**config.mk**
```make
export PLATFORM = sky130hd
export DESIGN_NAME = miriscv_fetch_stage
export DESIGN_NICKNAME = d
export VERILOG_FILES = /design/src/rtl/miriscv_fetch_stage.sv
export SDC_FILE = /design/constraint.sdc
export NUM_CORES = 1
export LEC_CHECK = 0
export CORE_ASPECT_RATIO = 0.75
export CORE_MARGIN = 1
export CORE_UTILIZATION = 40
export CTS_CLUSTER_SIZE = 28
export DETAILED_ROUTE_END_ITERATION = 8
export GPL_ROUTABILITY_DRIVEN = 0
export MAX_ROUTING_LAYER = met4
export SLEW_MARGIN = 20
export SYNTH_ARGS = -nofsm -noshare
export SYNTH_HDL_FRONTEND = slang
export SYNTH_SLANG_ARGS = --single-unit
```
**constraint.sdc**
```tcl
create_clock -name clk_i -period 5 [get_ports clk_i]
set_clock_uncertainty 0.1 [all_clocks]
set_input_delay 0.5 -clock clk_i [delete_from_list [all_inputs] [get_ports clk_i]]
set_output_delay 0.5 -clock clk_i [all_outputs]
set_load 0.02 [all_outputs]
```
**src/rtl/miriscv_fetch_stage.sv**
```systemverilog
// miriscv_fetch_stage
// Fetch stage of the miriscv pipeline. Holds the PC, issues in-order
// instruction memory requests over a req/gnt/rvalid handshake, buffers the
// returned words together with their PC and presents the head entry to decode.
// Obeys control-unit stall/kill and accepts PC redirects (force).
//
// Ports:
//   clk_i, arstn_i         clock, asynchronous active-low reset
//   cu_stall_f_i           decode cannot accept; head entry is held
//   cu_kill_f_i            flush buffer, discard every in-flight response
//   cu_force_f_i           kill plus load PC from cu_force_pc_i
//   cu_force_pc_i          redirect target
//   instr_req_o/addr_o     memory request and word-aligned address
//   instr_gnt_i            request accepted this cycle
//   instr_rvalid_i/rdata_i in-order response
//   f_instr_o              head instruction
//   f_current_pc_o         head PC
//   f_next_pc_o            head PC + 4
//   f_valid_o              head entry valid
module miriscv_fetch_stage #(
  parameter int unsigned       XLEN       = 32,
  parameter int unsigned       ILEN       = 32,
  parameter logic [XLEN-1:0]   RESET_PC   = 32'h8000_0000,
  parameter int unsigned       FIFO_DEPTH = 2
) (
  input  logic            clk_i,
  input  logic            arstn_i,
  input  logic            cu_stall_f_i,
  input  logic            cu_kill_f_i,
  input  logic            cu_force_f_i,
  input  logic [XLEN-1:0] cu_force_pc_i,
  output logic            instr_req_o,
  output logic [XLEN-1:0] instr_addr_o,
  input  logic            instr_gnt_i,
  input  logic            instr_rvalid_i,
  input  logic [ILEN-1:0] instr_rdata_i,
  output logic [ILEN-1:0] f_instr_o,
  output logic [XLEN-1:0] f_current_pc_o,
  output logic [XLEN-1:0] f_next_pc_o,
  output logic            f_valid_o
);

  localparam int unsigned CW = $clog2(FIFO_DEPTH + 1);
  localparam int unsigned PW = (FIFO_DEPTH > 1) ? $clog2(FIFO_DEPTH) : 1;

  logic [XLEN-1:0] r_pc;
  logic [CW-1:0]   r_inflight;
  logic [CW-1:0]   r_discard;
  logic [CW-1:0]   r_count;

  logic [ILEN-1:0] r_bufInstr [FIFO_DEPTH];
  logic [XLEN-1:0] r_bufPc    [FIFO_DEPTH];
  logic [PW-1:0]   r_bufRd;
  logic [PW-1:0]   r_bufWr;

  // PC of every request that will still be pushed, recorded at grant time
  logic [XLEN-1:0] r_aqPc [FIFO_DEPTH];
  logic [PW-1:0]   r_aqRd;
  logic [PW-1:0]   r_aqWr;

  logic            w_flush;
  logic [CW:0]     w_credits;
  logic            w_req;
  logic            w_grant;
  logic            w_rvalidOk;
  logic            w_push;
  logic            w_pop;
  logic [CW-1:0]   w_inflightNext;
  logic [XLEN-1:0] w_addr;

  function automatic logic [PW-1:0] nextPtr(input logic [PW-1:0] p);
    return (p == PW'(FIFO_DEPTH - 1)) ? '0 : p + PW'(1);
  endfunction

  assign w_flush    = cu_kill_f_i | cu_force_f_i;
  assign w_addr     = r_pc & ~XLEN'(3);
  // A pop in this cycle only returns its credit once r_count updates
  assign w_credits  = {1'b0, r_inflight} + {1'b0, r_count};
  assign w_req      = arstn_i & ~w_flush & (w_credits < (CW+1)'(FIFO_DEPTH));
  assign w_grant    = w_req & instr_gnt_i;
  // A response with nothing outstanding is a protocol error and is ignored
  assign w_rvalidOk = instr_rvalid_i & (r_inflight != '0);
  assign w_push     = w_rvalidOk & (r_discard == '0) & ~w_flush;
  assign w_pop      = (r_count != '0) & ~cu_stall_f_i & ~w_flush;
  assign w_inflightNext = r_inflight + CW'(w_grant) - CW'(w_rvalidOk);

  assign instr_req_o    = w_req;
  assign instr_addr_o   = w_addr;
  assign f_valid_o      = (r_count != '0);
  assign f_instr_o      = r_bufInstr[r_bufRd];
  assign f_current_pc_o = r_bufPc[r_bufRd];
  assign f_next_pc_o    = r_bufPc[r_bufRd] + XLEN'(4);

  // Control state. Kill/force wins over push and pop; every response still
  // outstanding after this cycle becomes one to discard, and the address
  // queue is emptied because none of those requests will be pushed.
  always_ff @(posedge clk_i or negedge arstn_i) begin
    if (!arstn_i) begin
      r_pc       <= RESET_PC;
      r_inflight <= '0;
      r_discard  <= '0;
      r_count    <= '0;
      r_bufRd    <= '0;
      r_bufWr    <= '0;
      r_aqRd     <= '0;
      r_aqWr     <= '0;
    end else begin
      if (cu_force_f_i) begin
        r_pc <= cu_force_pc_i & ~XLEN'(3);
      end else if (w_grant) begin
        r_pc <= r_pc + XLEN'(4);
      end
      r_inflight <= w_inflightNext;
      if (w_flush) begin
        r_discard <= w_inflightNext;
        r_count   <= '0;
        r_bufRd   <= '0;
        r_bufWr   <= '0;
        r_aqRd    <= '0;
        r_aqWr    <= '0;
      end else begin
        if (w_rvalidOk && (r_discard != '0)) begin
          r_discard <= r_discard - CW'(1);
        end
        if (w_grant) begin
          r_aqWr <= nextPtr(r_aqWr);
        end
        if (w_push) begin
          r_aqRd  <= nextPtr(r_aqRd);
          r_bufWr <= nextPtr(r_bufWr);
        end
        if (w_pop) begin
          r_bufRd <= nextPtr(r_bufRd);
        end
        r_count <= r_count + CW'(w_push) - CW'(w_pop);
      end
    end
  end

  // Storage needs no reset: entries are only read once marked valid
  always_ff @(posedge clk_i) begin
    if (w_grant) begin
      r_aqPc[r_aqWr] <= w_addr;
    end
    if (w_push) begin
      r_bufInstr[r_bufWr] <= instr_rdata_i;
      r_bufPc[r_bufWr]    <= r_aqPc[r_aqRd];
    end
  end

`ifndef SYNTHESIS
  a_noSpuriousRvalid: assert property (@(posedge clk_i) disable iff (!arstn_i)
    !(instr_rvalid_i && (r_inflight == '0)));
`endif

endmodule

```
# After elaboration in Yosys (flattened, before gate mapping)
# Memory sizes are Yosys's and may differ from the RTL's.
# Index checks and enable logic that the tools add are counted.
[word_totals]
out_inout_bits = 130
word_cells = 66
mem_bits_rw = 188
ff_bits = 42
mem_bits_ro = 0
in_bits = 71
latchBits = 0
mem_count = 3
[classes]
reduce_logical = 10
n_mux = 21
addsub = 12
n_mul = 0
n_lt_le_gt_ge = 1
eq_ne = 0
bitwise = 11
shift = 0
div_mod_pow = 0
[memory_table]
columns = ["memory", "depth", "word_bits", "read_ports", "rd_ports_with_merged_regs", "wr", "line", "source"]
rows = [
  ["r_bufInstr", 2, 32, 1, 0, 1, "51", "logic [ILEN-1:0] r_bufInstr [FIFO_DEPTH];"],
  ["r_bufPc", 2, 32, 1, 0, 1, "52", "logic [XLEN-1:0] r_bufPc [FIFO_DEPTH];"],
  ["r_aqPc", 2, 30, 1, 0, 1, "57", "logic [XLEN-1:0] r_aqPc [FIFO_DEPTH];"],
]
[op_table]
columns = ["operator", "n"]
rows = [
  ["$add A32 B3 Y32 const B", 2],
  ["$mux W32", 2],
  ["$mux W1", 16],
  ["$reduce_bool A2 Y1", 8],
  ["$and A1 B1 Y1", 8],
  ["$mux W2", 3],
  ["$add A1 B1 Y1 const B", 4],
  ["$add A2 B1 Y2", 2],
  ["$sub A2 B1 Y2", 2],
  ["$add A2 B2 Y3", 1],
  ["$lt A3 B2 Y1 const B", 1],
  ["$logic_not A2 Y1", 1],
  ["$not A1 Y1", 2],
  ["$sub A2 B1 Y2 const B", 1],
  ["$logic_and A1 B1 Y1", 1],
  ["$or A1 B1 Y1", 1],
]

# Depth between registers and ports, before layout
[logic_depth]
depth_word = 8
depth_mapped = 13
ltp_nobuf = 12

# Worst setup path before layout
# Ideal clock, no wire load.
[synth_timing]
path_type = "input -> register"
start = "in cu_force_f_i"
end = "mem r_bufInstr[0][0] (enable)"
arrival_ps = 3560
required_time_ps = 4418
path_slack_ps = 857
setup_ps = 482
cell_stages = 4
path_buffers = 1
path_cell_list = "clkbuf_1 > nor2_1 > nand3_1 > nor2_1"
[synth_via]
elab_chain_cells = 5
[synth_rtl]
columns = ["element", "line", "source"]
rows = [
  ["from (decl)", "30", "input logic cu_force_f_i,"],
  ["$or A1 B1 Y1", "75", "assign w_flush = cu_kill_f_i | cu_force_f_i;"],
  ["$not A1 Y1", "83", "assign w_push = w_rvalidOk & (r_discard == '0) & ~w_flush;"],
  ["$and A1 B1 Y1", "83", ""],
  ["$mux W1", "145", "if (w_push) begin"],
  ["$mux W1 (implied by the code)", "146", "r_bufInstr[r_bufWr] <= instr_rdata_i;"],
  ["to (decl)", "51", ""],
]
# Every way passes these cells.

# Final worst setup path
[layout_timing]
start = "reg r_bufRd"
end = "out f_next_pc_o[20]"
[layout_via]
elab_chain_cells = 2
[layout_rtl]
columns = ["element", "line", "source"]
rows = [
  ["from (decl)", "53", "logic [PW-1:0] r_bufRd;"],
  ["from (signal assigned)", "133", "r_bufRd <= nextPtr(r_bufRd);"],
  ["$mem_v2 Z2 W32", "n/a", ""],
  ["$add A32 B3 Y32", "92", "assign f_next_pc_o = r_bufPc[r_bufRd] + XLEN'(4);"],
  ["to (decl)", "39", "output logic [XLEN-1:0] f_next_pc_o,"],
]
# Every way passes these cells.

==> out/metrics.yaml <==
worst_setup_path:
  crit_required_ns: 4.40
  crit_type: "reg -> out"
  crit_chain: "mux2_2 > ha_1 > a21boi_0 > nand4_1 > nor3b_1 > xor2_1 > clkdlybuf4s50_1"
  reg2reg_setup_slack_ns: 1.54
  startpoint_type: "flip-flop"
  worstPathArrival_ns: 3.96
  r2r_start: "r_count[0]"
  cpMaxStageDelayCell: "clkdlybuf4s50_1"
  cp-end-kind: "primary output"
  crit_fanout: 25
  reg2regPathDepth: 7
  max_stage_delay_ns: 0.65
  r2r_end: "r_aqPc[1][3]"
routing:
  drc_errors: 0
  wl_mm: 22.33
  final_antenna_net_count: 0
  dr.pass1.iters: 4
  wl_met2_mm: 9.373
  routed.top_layer: "met4"
  met3_length_mm: 1.374
  drtIter0Drc: 294
  wire_per_inst_um: 18.04
  wl_met1_mm: 11.20
  dr_total_vias: 6341
  viasPerCell: 5.122
hold_path:
  hold_path_depth: 1
  hold_end: "r_bufPc[0][12]"
  hp-class: "reg -> reg"
  holdCritStartpoint: "r_aqPc[1][10]"
floorplanning:
  boundaryPins: 201
  die_w_um: 182.6
  core_area_um2: 23970
  initial_core_util: 0.4083
  fp.dieArea_um2: 25100
  num_rows: 49
  die_height_um: 137.5
clocking:
  cts_buffer_depth: 3
  cts_tree: "done"
  cts_root_buf: "clkbuf_16"
  cts_setup_buffers: 0
  cts.sink_count: 224
  post_cts_resized: 0
  insertion_delay_ns: 0.51
  htree_levels: 1
  path_clk_slew_ns: 0.06
  postCtsHoldBufs: 1
  cts_buffers: 23
global_routing:
  antenna_found_initial: 0
  grt-ovfl-total: 0
  grt_max_degree: 67
  grt_first_pass_wirelength_mm: 34.87
  grt_pass1_vias: 6258
  grt_use_total: 0.1835
sta:
  worst_pin_slew_ns: 0.9833
  hold_viol: 0
  rsz0062_at_grt: "no"
  setup_viol: 0
  setup-tns-final_ns: 0
  fmax_mhz: 219.1
  slew_headroom: 0.3429
  fin_crit_sh: 0.9128
  final_max_slew_viol_count: 0
  timing.final.crit_period_ns: 4.564
place:
  place_area_um2: 12090
  dpl.hpwl_mm: 15.35
  numPortBuffers: 192
layout:
  finalNetCount: 970
  fill_cells: 1992
  drive_gt1_frac: 0.1521
  num_antenna_cells: 0
  final_core_util: 0.5342
  syn_to_final_growth_pct: 30.85
  stdcell_area_um2: 12810
yosys:
  syn_avg_cell_area_um2: 14.16
  synth_cell_types: 60
  synth.cell_area_um2: 9787
  synthArstFlopShare: 0.1786
  synthCells: 691
  synth_edf_count: 184
  ys_ff_latch: 224
  ys_warn_count: 0
  ys_seq_area_frac: 0.6670
  synthFlopType: "edfxtp_1"
job:
  max-cap-violations: 0
power:
  power_density_nw_per_um2: 345.8
  leakage_nw: 4.402
  total_power_mw: 4.428
  irDropWorstVdd_mv: 0.2946
status:
  status: "finished clean"
## metrics by stage
step / worst slack (ns) / instances / hold WS, ns
after global routing: 0.1202 / 1238 / 0.4647
after global placement: 0.9805 / 1196 / 0.4462
after floorplan: 0.8575 / 696 / 0.1044
final: 0.4359 / 1238 / 0.4647
after CTS: 0.3204 / 1238 / 0.4496
after detailed placement: 0.8712 / 1196 / 0.4504
## flip-flops by register name (all words and copies together) (netlist names)
register and cells:
r_bufInstr 64, r_aqPc 60, r_bufPc 60, r_pc 30, r_count 2, r_discard 2
r_inflight 2, r_aqRd 1, r_aqWr 1, r_bufRd 1, r_bufWr 1
## cell usage in the layout, fill, tap and decap left out, types with 5 or more instances in the layout
master,synthesis,layout
dfrtp_1,39,38
a221o_1,5,5
edfxtp_1,184,184
a31oi_1,7,7
mux2_2,81,81
xor2_1,19,19
a21oi_1,8,8
ha_1,7,7
a22oi_1,6,6
xnor2_1,19,19
and2_1,10,10
clkbuf_1,14,7
buf_4,9,10
clkbuf_16,0,23
nor2_1,33,29
nor3_1,16,16
clkdlybuf4s50_1,0,191
o21ai_0,24,24
or3_1,5,5
mux2i_1,13,13
inv_1,18,18
nand2_1,55,55
clkinv_1,0,6
conb_1,1,6
nand3_1,30,30
nand4_1,11,11
## power by group
part	internal, mW	switching, mW
clock network	0.949	0.678
logic	0.282	0.299
registers	2.13	0.0936
## worst max-delay path, delay by kind of cell (launching register included)
family	cells	cell delay [ns]
compound gates	1	0.50
xor+xnor	1	0.19
fa+ha+maj	1	0.19
buf+inv	1	0.65
flops	1	0.61
mux	1	0.29
simple gates	2	1.03
## how the worst max path moves through the flow
| stage | start | endpoint | slack, ns |
|---|---|---|---|
| detailed placement | r_bufRd | f_next_pc_o[20] | 0.87 |
| floorplan | cu_force_f_i | r_bufInstr[0][0] | 0.86 |
| global route | r_bufRd | f_next_pc_o[30] | 0.12 |
| CTS | r_bufRd | f_next_pc_o[20] | 0.32 |
| global placement | r_bufRd | f_next_pc_o[20] | 0.98 |
| finish | r_bufRd | f_next_pc_o[20] | 0.44 |
## Yosys cell counts, types with 2 or more instances
| cell type | count | area (um^2) |
|---|---|---|
| or3_1 | 5 | 31.28 |
| and3_1 | 3 | 18.77 |
| nand4b_1 | 3 | 26.28 |
| and4_1 | 3 | 26.28 |
| and2_1 | 10 | 62.56 |
| nand2_1 | 55 | 206.5 |
| a31o_2 | 2 | 17.52 |
| nand2b_1 | 4 | 25.02 |
| dfrtp_1 | 39 | 975.9 |
| buf_4 | 9 | 67.56 |
| o21a_1 | 2 | 15.01 |
| ha_1 | 7 | 87.58 |
| a21oi_1 | 8 | 40.04 |
| nor4_2 | 2 | 25.02 |
| nand3b_1 | 4 | 30.03 |
| nor3b_1 | 2 | 15.01 |
| nor2b_1 | 3 | 18.77 |
| a31oi_1 | 7 | 43.79 |
| buf_1 | 7 | 26.28 |
| nand4_1 | 11 | 68.82 |
| o22ai_1 | 2 | 12.51 |
| edfxtp_1 | 184 | 5525 |
| or2_2 | 2 | 12.51 |
| mux2_2 | 81 | 912.1 |
| nand3_1 | 30 | 150.1 |
| o211ai_1 | 4 | 30.03 |
| nor4_1 | 4 | 25.02 |
| nor2_1 | 33 | 123.9 |
| clkbuf_1 | 14 | 52.55 |
| inv_1 | 18 | 67.56 |
| a221o_1 | 5 | 50.05 |
| xnor2_1 | 19 | 166.4 |
| xor2_1 | 19 | 166.4 |
| o311ai_0 | 4 | 35.03 |
| a21o_1 | 2 | 15.01 |
| a22oi_1 | 6 | 45.04 |
| mux2i_1 | 13 | 130.1 |
| nor3_1 | 16 | 80.08 |
| o21ai_0 | 24 | 120.1 |
| a32oi_1 | 2 | 17.52 |
| buf_2 | 4 | 20.02 |
## kinds of logic (layout without fill, tap and decap cells)
| group | after synthesis | count (layout) | synth area share |
|---|---|---|---|
| flip-flops | 224 | 224 | 0.6670 |
| AND/OR/NAND/NOR | 196 | 196 | 0.1042 |
| multiplexers | 94 | 94 | 0.1065 |
| AO/OA/AOI/OAI | 77 | 77 | 0.05267 |
| buffers and inverters | 53 | 264 | 0.02429 |
| XOR/XNOR | 38 | 38 | 0.03401 |
| adder cells (fa/ha/maj) | 8 | 8 | 0.01099 |
| other | 1 | 6 | 0.0003832 |
## layer usage
metal  global-route usage  up-vias
li1                     -     2996
met1               0.2736     3081
met2               0.2600      228
met3              0.03278       36
met4              0.03875        0
met5                    -        -
## cell type report
type | count | area, um^2 | area share
Clock buffer | 30 | 601.8 | 0.04700
Tap cell | 331 | 414.1 | 0.03234
Multi-Input combinational cell | 419 | 3060 | 0.2390
Timing Repair Buffer | 204 | 2022 | 0.1579
Inverter | 19 | 71.32 | 0.005569
Clock inverter | 11 | 105.1 | 0.008207
Sequential cell | 224 | 6531 | 0.5100
Note: power is estimated with default switching activity, not from simulation.
